[config.mk]
export PLATFORM = sky130hd
export DESIGN_NAME = fetch_pc_unit
export DESIGN_NICKNAME = d
export VERILOG_FILES = /design/src/rtl/fetch_pc_unit_pkg.sv /design/src/rtl/fetch_pc_unit_bht.sv /design/src/rtl/fetch_pc_unit.sv
export SDC_FILE = /design/constraint.sdc
export NUM_CORES = 1
export LEC_CHECK = 0
export CAP_MARGIN = 20
export CELL_PAD_IN_SITES_DETAIL_PLACEMENT = 1
export CELL_PAD_IN_SITES_GLOBAL_PLACEMENT = 1
export CORE_ASPECT_RATIO = 1.5
export CORE_MARGIN = 2
export CORE_UTILIZATION = 24
export DETAILED_ROUTE_END_ITERATION = 10
export PLACE_DENSITY = 0.83
export SETUP_SLACK_MARGIN = 0.02
export SYNTH_ARGS = -nofsm -noshare
export SYNTH_HDL_FRONTEND = slang
export SYNTH_HIERARCHICAL = 1
export SYNTH_SLANG_ARGS = --single-unit
[constraint.sdc]
create_clock -name clk -period 3 [get_ports clk]
set_clock_uncertainty 0.2 [all_clocks]
set_input_delay 0.45 -clock clk [delete_from_list [all_inputs] [get_ports clk]]
set_output_delay 0.45 -clock clk [all_outputs]
set_load 0.02 [all_outputs]
[src/rtl/fetch_pc_unit_pkg.sv]
// Shared fetch-stage constants, counter type and helpers.
// Optional BHT is enabled with the FETCH_BHT_EN macro.
package fetch_pc_unit_pkg;

  localparam logic [4:0] OP_BNE = 5'b00010;
  localparam logic [4:0] OP_BLT = 5'b00110;
  localparam logic [4:0] OP_J   = 5'b00001;
  localparam logic [4:0] OP_JAL = 5'b00011;

  localparam int IMM_W = 17;
  localparam int TGT_W = 27;

  typedef logic [1:0] ctr_t;

  localparam ctr_t CTR_SNT = 2'b00;
  localparam ctr_t CTR_WNT = 2'b01;
  localparam ctr_t CTR_WT  = 2'b10;
  localparam ctr_t CTR_ST  = 2'b11;

  localparam ctr_t CTR_RESET = CTR_WNT;

  function automatic ctr_t ctr_next(
    input ctr_t c,
    input logic taken
  );
    ctr_t r;
    if (taken)
      r = (c == CTR_ST) ? CTR_ST : c + 2'd1;
    else
      r = (c == CTR_SNT) ? CTR_SNT : c - 2'd1;
    return r;
  endfunction

endpackage

[src/rtl/fetch_pc_unit_bht.sv]
// Bimodal branch history table: 2-bit saturating counters,
// combinational read, one saturating update per cycle.
import fetch_pc_unit_pkg::*;

module branch_history_table #(
  parameter int ENTRIES = 32,
  parameter int IDX_W   = $clog2(ENTRIES)
) (
  input  logic             clk,
  input  logic             rst_n,
  input  logic [IDX_W-1:0] rd_idx_i,
  output logic [1:0]       rd_ctr_o,
  input  logic             upd_i,
  input  logic [IDX_W-1:0] upd_idx_i,
  input  logic             upd_taken_i
);

  ctr_t ctr_q [ENTRIES];

  always_ff @(posedge clk or negedge rst_n) begin
    if (!rst_n) begin
      for (int i = 0; i < ENTRIES; i++)
        ctr_q[i] <= CTR_RESET;
    end else if (upd_i) begin
      ctr_q[upd_idx_i] <=
        ctr_next(ctr_q[upd_idx_i], upd_taken_i);
    end
  end

  assign rd_ctr_o = ctr_q[rd_idx_i];

endmodule

[src/rtl/fetch_pc_unit.sv]
// Fetch PC generation with predecode and optional bimodal
// prediction (FETCH_BHT_EN); otherwise static not-taken.
import fetch_pc_unit_pkg::*;

module fetch_pc_unit #(
  parameter int          BHT_ENTRIES = 32,
  parameter logic [31:0] RESET_PC    = 32'd0
) (
  input  logic        clk,
  input  logic        reset,
  input  logic        stall,
  output logic [31:0] imem_addr,
  input  logic [31:0] instr_in,
  output logic [31:0] pc_out,
  output logic [31:0] instruction_out,
  output logic        branchPredictedTaken_out,
  input  logic        resolve_valid,
  input  logic [31:0] resolve_pc,
  input  logic        resolve_taken,
  input  logic        mispredict,
  input  logic [31:0] redirect_pc
);

  localparam int IDX_W = $clog2(BHT_ENTRIES);

  logic [31:0] pc_q;
  logic [31:0] pc_d;
  logic [31:0] br_tgt;
  logic [31:0] jmp_tgt;
  logic [4:0]  opc;
  logic        is_cond;
  logic        is_jump;
  logic        pred_taken;

  assign opc = instr_in[31:27];

  always_comb begin
    is_cond = 1'b0;
    is_jump = 1'b0;
    unique case (1'b1)
      (opc == OP_BNE),
      (opc == OP_BLT): is_cond = 1'b1;
      (opc == OP_J),
      (opc == OP_JAL): is_jump = 1'b1;
      default: ;
    endcase
  end

  assign br_tgt = pc_q + 32'd1
    + {{(32-IMM_W){instr_in[IMM_W-1]}},
       instr_in[IMM_W-1:0]};
  assign jmp_tgt = {{(32-TGT_W){1'b0}},
                    instr_in[TGT_W-1:0]};

`ifdef FETCH_BHT_EN
  logic [1:0] ctr;
  logic       unused_bits;

  branch_history_table #(
    .ENTRIES (BHT_ENTRIES),
    .IDX_W   (IDX_W)
  ) u_bht (
    .clk         (clk),
    .rst_n       (reset),
    .rd_idx_i    (pc_q[IDX_W-1:0]),
    .rd_ctr_o    (ctr),
    .upd_i       (resolve_valid),
    .upd_idx_i   (resolve_pc[IDX_W-1:0]),
    .upd_taken_i (resolve_taken)
  );

  assign pred_taken  = is_cond & ctr[1];
  assign unused_bits = ^{resolve_pc[31:IDX_W], ctr[0]};
`else
  logic unused_bits;

  assign pred_taken  = 1'b0;
  assign unused_bits = ^{resolve_valid, resolve_pc,
                         resolve_taken, is_cond};
`endif

  // Redirect beats stall so execute can always recover.
  always_comb begin
    if (mispredict)
      pc_d = redirect_pc;
    else if (stall)
      pc_d = pc_q;
    else if (pred_taken)
      pc_d = br_tgt;
    else if (is_jump)
      pc_d = jmp_tgt;
    else
      pc_d = pc_q + 32'd1;
  end

  always_ff @(posedge clk or negedge reset) begin
    if (!reset)
      pc_q <= RESET_PC;
    else
      pc_q <= pc_d;
  end

  assign imem_addr       = pc_q;
  assign pc_out          = pc_q;
  assign instruction_out = instr_in;
  assign branchPredictedTaken_out = pred_taken & reset;

endmodule

==> results.toml, run 1 <==
[critical_path]
r2r-start = "imem_addr[0]"
worst_path_dominant_cell_family = "simple AND/OR/NAND/NOR gates"
critical_path_class = "input pin to flip-flop"
crit_arrival_ps = 2350
critical_path_depth = 6
worst-path-buf-inv = 3
worstPathRequired_ps = 2940
worstSetupStartpointType = "input pin"
rrSetupSlack_ps = 650
worstSetupStartpoint = "instr_in[30]"
crit_end = "imem_addr[15]"
rr_endpoint = "imem_addr[16]"
crit_path_top_delay_cell = "or4b_2"
cpPeakStageDelay_ps = 680
worstPathMaxFanout = 26
path_cells = "clkdlybuf4s50_1 -> or4b_2 -> buf_4 -> nand2_1 -> buf_4 -> o221ai_1"
critical_path.most_common_cell = "buf_4"
reg2regPathDepth = 6
end_kind = "flip-flop"

[detailed_routing]
route.detailed.drc = 0
final_antenna_net_count = 0
drtIter0Drc = 112
vias_per_cell = 4.94
wl_per_cell_um = 17.1
wl_um = 10800
drt_pass1_iterations = 4
vias = 3126

[logic_synthesis]
netlist_area_um2 = 2940
syn_avg_cell_area_um2 = 7.58
syn-num-nets = 490
synthCells = 387
synthFlopType = "dfrtp_1"
synth_warnings = 6
yosysSeqAreaShare_pct = 27.3
synth.top_cell.area_share_pct = 27.3
ys_seq_elements = 32
synth_edf_count = 0
synth_largest_area_cell = "dfrtp_1"
synthTopCellsByArea = "dfrtp_1 27%, buf_4 17%, nand2_1 6.1%, a21oi_1 5.5%, nor2_1 4.3%"
ys_types = 53
synthArstFlopShare_pct = 100

[placement]
dp_hpwl_um = 8250
place_congestion = 0.804
portBuffers = 161
place_ws_ps = 275

[sta]
slew_headroom_pct = 46.0
rsz0062_at_grt = "no"
fin_crit_ps = 2410
holdWs_ps = 59.3
setup_viol = 0
hold_viol_final = 0
fin_crit_sh_pct = 80.5
final.setup.tns_ps = 0
fmax_ghz = 0.414
finalMaxSlewViolations = 0
setup_slack_ps = 585
tightestPinTransition_ps = 809

[layout]
drive_above_1_share_pct = 7.08
fillerInstances = 1422
final_nets = 583
syn2layout_area_growth_pct = 50.1
layout_commonest_cell = "clkdlybuf4s50_1"
antenna_cells = 0
mostFrequentLayoutCells = "158 x clkdlybuf4s50_1, 48 x nand2_1, 34 x nor2_1"
largest_reg_flops = 32
post-route-util_pct = 36.9

[power_and_ir_drop]
p_leak_uw = 0.00166
irDropWorstVdd_v = 0.000180
power_density_nw_per_um2 = 406

[floorplanning]
die_width_um = 94.3
core-area_um2 = 12000
num_rows = 49
dieArea_um2 = 13100
start_util_pct = 24.6
io_pins = 199
die_h_um = 139

[clock_network]
clock_path_buffers = 2
cts-resized-gates = 0
cts_made_buffers = 5
clk_pin_slew_ps = 50
clock_sinks = 32
cts_setup_buffers = 0
htree_levels = 2
cts_tree = "built"
clkLatencyLatePin_ps = 280
postCtsHoldBufs = 0
ctsRootBufferMaster = "clkbuf_16"

[grt]
grt_pass1_wl_um = 17600
globalRouteTotalUtil_pct = 16.7
grt_pass1_vias = 3405
overflow = 0
antenna_found_initial = 0
grt_max_degree = 38

[outcome]
status = "complete, no violations"

[worst_hold_path]
hp-class = "input pin to async pin"

[flow_run]
maxCapViolCount = 0
[synthesized netlist by cell type (all sizes together), types with 6 or more instances]
cell type,count
buf,70
nand2,48
nor2,34
a21oi,32
dfrtp,32
o21ai,20
clkbuf,16
nand3,15
xor2,14
nand4,13
inv,11
nor3,6
nor4,6
o221ai,6
[worst min-delay path by stage]
stage                    end  slack, ps  depth (start not counted)
6_report       imem_addr[10]         60                          1
5_1_grt        imem_addr[10]        110                          1
4_1_cts        imem_addr[10]         90                          1
2_1_floorplan   imem_addr[0]        -50                          0
3_5_place_dp   imem_addr[10]        380                          1
3_3_place_gp   imem_addr[10]        360                          1
[layout make-up]
type	instances	area, µm²	share of cell area [%]
timing repair buffer	172	1690	38.4
sequential	32	801	18.2
tap	153	191	4.34
inverter	11	41.3	0.937
clock buffer	7	153	3.46
multi-input combinational	258	1530	34.7
[per-layer routing]
metal	wire, µm	share of wire (%)	global-route usage [%]	vias to the layer above
met1	4380	40	20.4	1511
met3	546	5.0	2.49	15
met5	0	0	0	-
met2	5670	52	29.5	110
met4	224	2.1	5.80	0
li1	-	-	-	1490
[report_power, final]
group / total [µW] / internal (µW) / switching [µW]
Clock: 535 / 348 / 187
Sequential: 580 / 477 / 103
Combinational: 675 / 342 / 333
[through the flow]
stage / total power (µW) / cell area (µm²) / cells
floorplan: 960 / 2940 / 387
CTS: 1810 / 4410 / 633
detailed placement: 1270 / 4250 / 626
finish: 1790 / 4410 / 633
global placement: 1250 / 4250 / 626
global route: 1880 / 4410 / 633
[cell families (layout without fill, tap and decap cells)]
family / count (synthesis) / count (layout) / synth area share, %
other: 1 / 1 / 0.128
muxes: 4 / 4 / 1.41
adders and majority gates: 1 / 1 / 0.426
AOI/OAI and AO/OA: 89 / 89 / 19.3
and+or+nand+nor: 146 / 146 / 25.6
xor gates and xnor gates: 17 / 17 / 5.07
DFF: 32 / 32 / 27.3
buffers and inverters: 97 / 190 / 20.8
Note: power is estimated with default switching activity, not from simulation.
==> inputs of run 2 (changes only) <==
- CORE_UTILIZATION: 24 -> 22
- PLACE_DENSITY: 0.83 -> 0.8
- clock period: 3 -> 2.07 ns (I/O delays scaled with it)
==> run 2 against run 1 <==
First-iteration DRC count did not move. Via count up 11%. Clock power is 40% higher. Sequential power up 37%. Cell area is 16% higher. Die area up 8.8%. Critical endpoint is now pc_out[5]. Largest power group unchanged.
==> results.toml, run 2 (synthesized netlist as in run 1, its figures left out) <==
[clock_network]
clkLatencyLatePin_ps = 270
cts_tree = "built"
ctsRootBufferMaster = "clkbuf_16"
cts_made_buffers = 5
clock_sinks = 32
clk_pin_slew_ps = 50
clock_path_buffers = 2
htree_levels = 2

[critical_path]
cpPeakStageDelay_ps = 610
rrSetupSlack_ps = 40
r2r-start = "imem_addr[1]"
worstSetupStartpointType = "flip-flop"
worstPathMaxFanout = 5
crit_arrival_ps = 1530
crit_path_top_delay_cell = "clkdlybuf4s50_1"
critical_path_class = "flip-flop to primary output"
end_kind = "primary output"
path_cells = "buf_4 -> clkdlybuf4s50_1"
worstSetupStartpoint = "imem_addr[5]"
worstPathRequired_ps = 1560

[worst_hold_path]
hp-class = "input pin to flip-flop"
hp-start = "mispredict"

[detailed_routing]
drt_pass1_iterations = 4
wl_um = 12600
final_antenna_net_count = 0
route.detailed.drc = 0
vias_per_cell = 5.00
vias = 3485
drtIter0Drc = 112
wl_per_cell_um = 18.0

[layout]
layout_commonest_cell = "clkdlybuf4s50_1"
mostFrequentLayoutCells = "151 x clkdlybuf4s50_1, 53 x buf_4, 47 x nand2_1"
antenna_cells = 0
final_nets = 640
drive_above_1_share_pct = 20.6
fin_cells = 697
syn2layout_area_growth_pct = 73.7
largest_reg_flops = 32

[grt]
globalRouteTotalUtil_pct = 16.1
overflow = 0
grt_pass1_wl_um = 19100
grt_pass1_vias = 3722
grt_max_degree = 33
antenna_found_initial = 0

[power_and_ir_drop]
power_density_nw_per_um2 = 538
irDropWorstVdd_v = 0.000283
p_leak_uw = 0.00206
total_power_uw = 2740

[placement]
portBuffers = 161
dp_hpwl_um = 9300
place_congestion = 0.805
dp.cells = 675

[floorplanning]
dieArea_um2 = 14300
core-area_um2 = 13000
start_util_pct = 22.5
io_pins = 199
num_rows = 51
die_width_um = 98.3
die_h_um = 145

[sta]
finalMaxSlewViolations = 0
setup_viol = 0
fmax_ghz = 0.489
hold_viol_final = 0
final.setup.tns_ps = 0
fin_crit_ps = 2040
slew_headroom_pct = 47.1
fin_crit_sh_pct = 98.8
tightestPinTransition_ps = 794
rsz0062_at_grt = "yes"

[flow_run]
maxCapViolCount = 0

[outcome]
status = "complete, no violations"
## run 2: timing repair
action	in CTS	in global routing
hold buffers	1	0
buffers inserted	1	8
endpoints found under the setup margin	22	32
pin swaps	2	18
endpoints found under the hold margin	32	0
resized for setup	2	44
gates cloned	0	4
## run 2: area by class of cell
| cell class | instances | area (µm²) |
|---|---|---|
| Inverter | 11 | 41.3 |
| Timing Repair Buffer | 229 | 2250 |
| Tap cell | 159 | 199 |
| Clock buffer | 8 | 146 |
| Sequential cell | 32 | 807 |
| Fill cell | 1561 | 7920 |
| Multi-Input combinational cell | 258 | 1660 |
## run 2: worst paths after layout
path,to,cells after the start
min in group asynchronous,imem_addr[10],2
hold / removal,imem_addr[27],3
hold reg to reg,imem_addr[29],2
max in group asynchronous,imem_addr[22],2
setup reg to reg,imem_addr[8],6
setup / recovery,pc_out[5],2
## run 2: routing by layer
metal	wire (µm)	global-route usage [%]
met5	0	0
met4	173	5.75
met3	579	2.35
met2	6780	29.7
met1	5040	18.4
## run 2: where the power goes
part / total, µW / internal [µW] / leakage (µW) / switching (µW)
Combinational: 1200 / 603 / 0.00162 / 595
Clock: 749 / 480 / 0.0000712 / 269
Sequential: 796 / 694 / 0.000376 / 102
Total: 2740 / 1780 / 0.00206 / 966
## run 2: stage by stage
stage          utilization (%)  hold slack (ps)  setup slack [ps]  instance area, µm²
2_1_floorplan                -             -185              -287                2960
3_3_place_gp              35.5              223              -398                4620
3_5_place_dp              35.5              227              -471                4620
4_1_cts                   36.8              241              25.0                4790
5_1_grt                   39.2              268              -112                5100
6_report                  39.2              254              25.4                5100
## run 2: critical path: cells and delay by family, from the launching register on
family | cells | cell delay, ps
flops | 1 | 470
buf+inv | 2 | 790
==> inputs of run 3 (changes only) <==
- ABC_CLOCK_PERIOD_IN_PS: unset -> 2070
==> results of run 3 <==
Same layout as run 2: the final DEF is identical, and so are final timing and power.
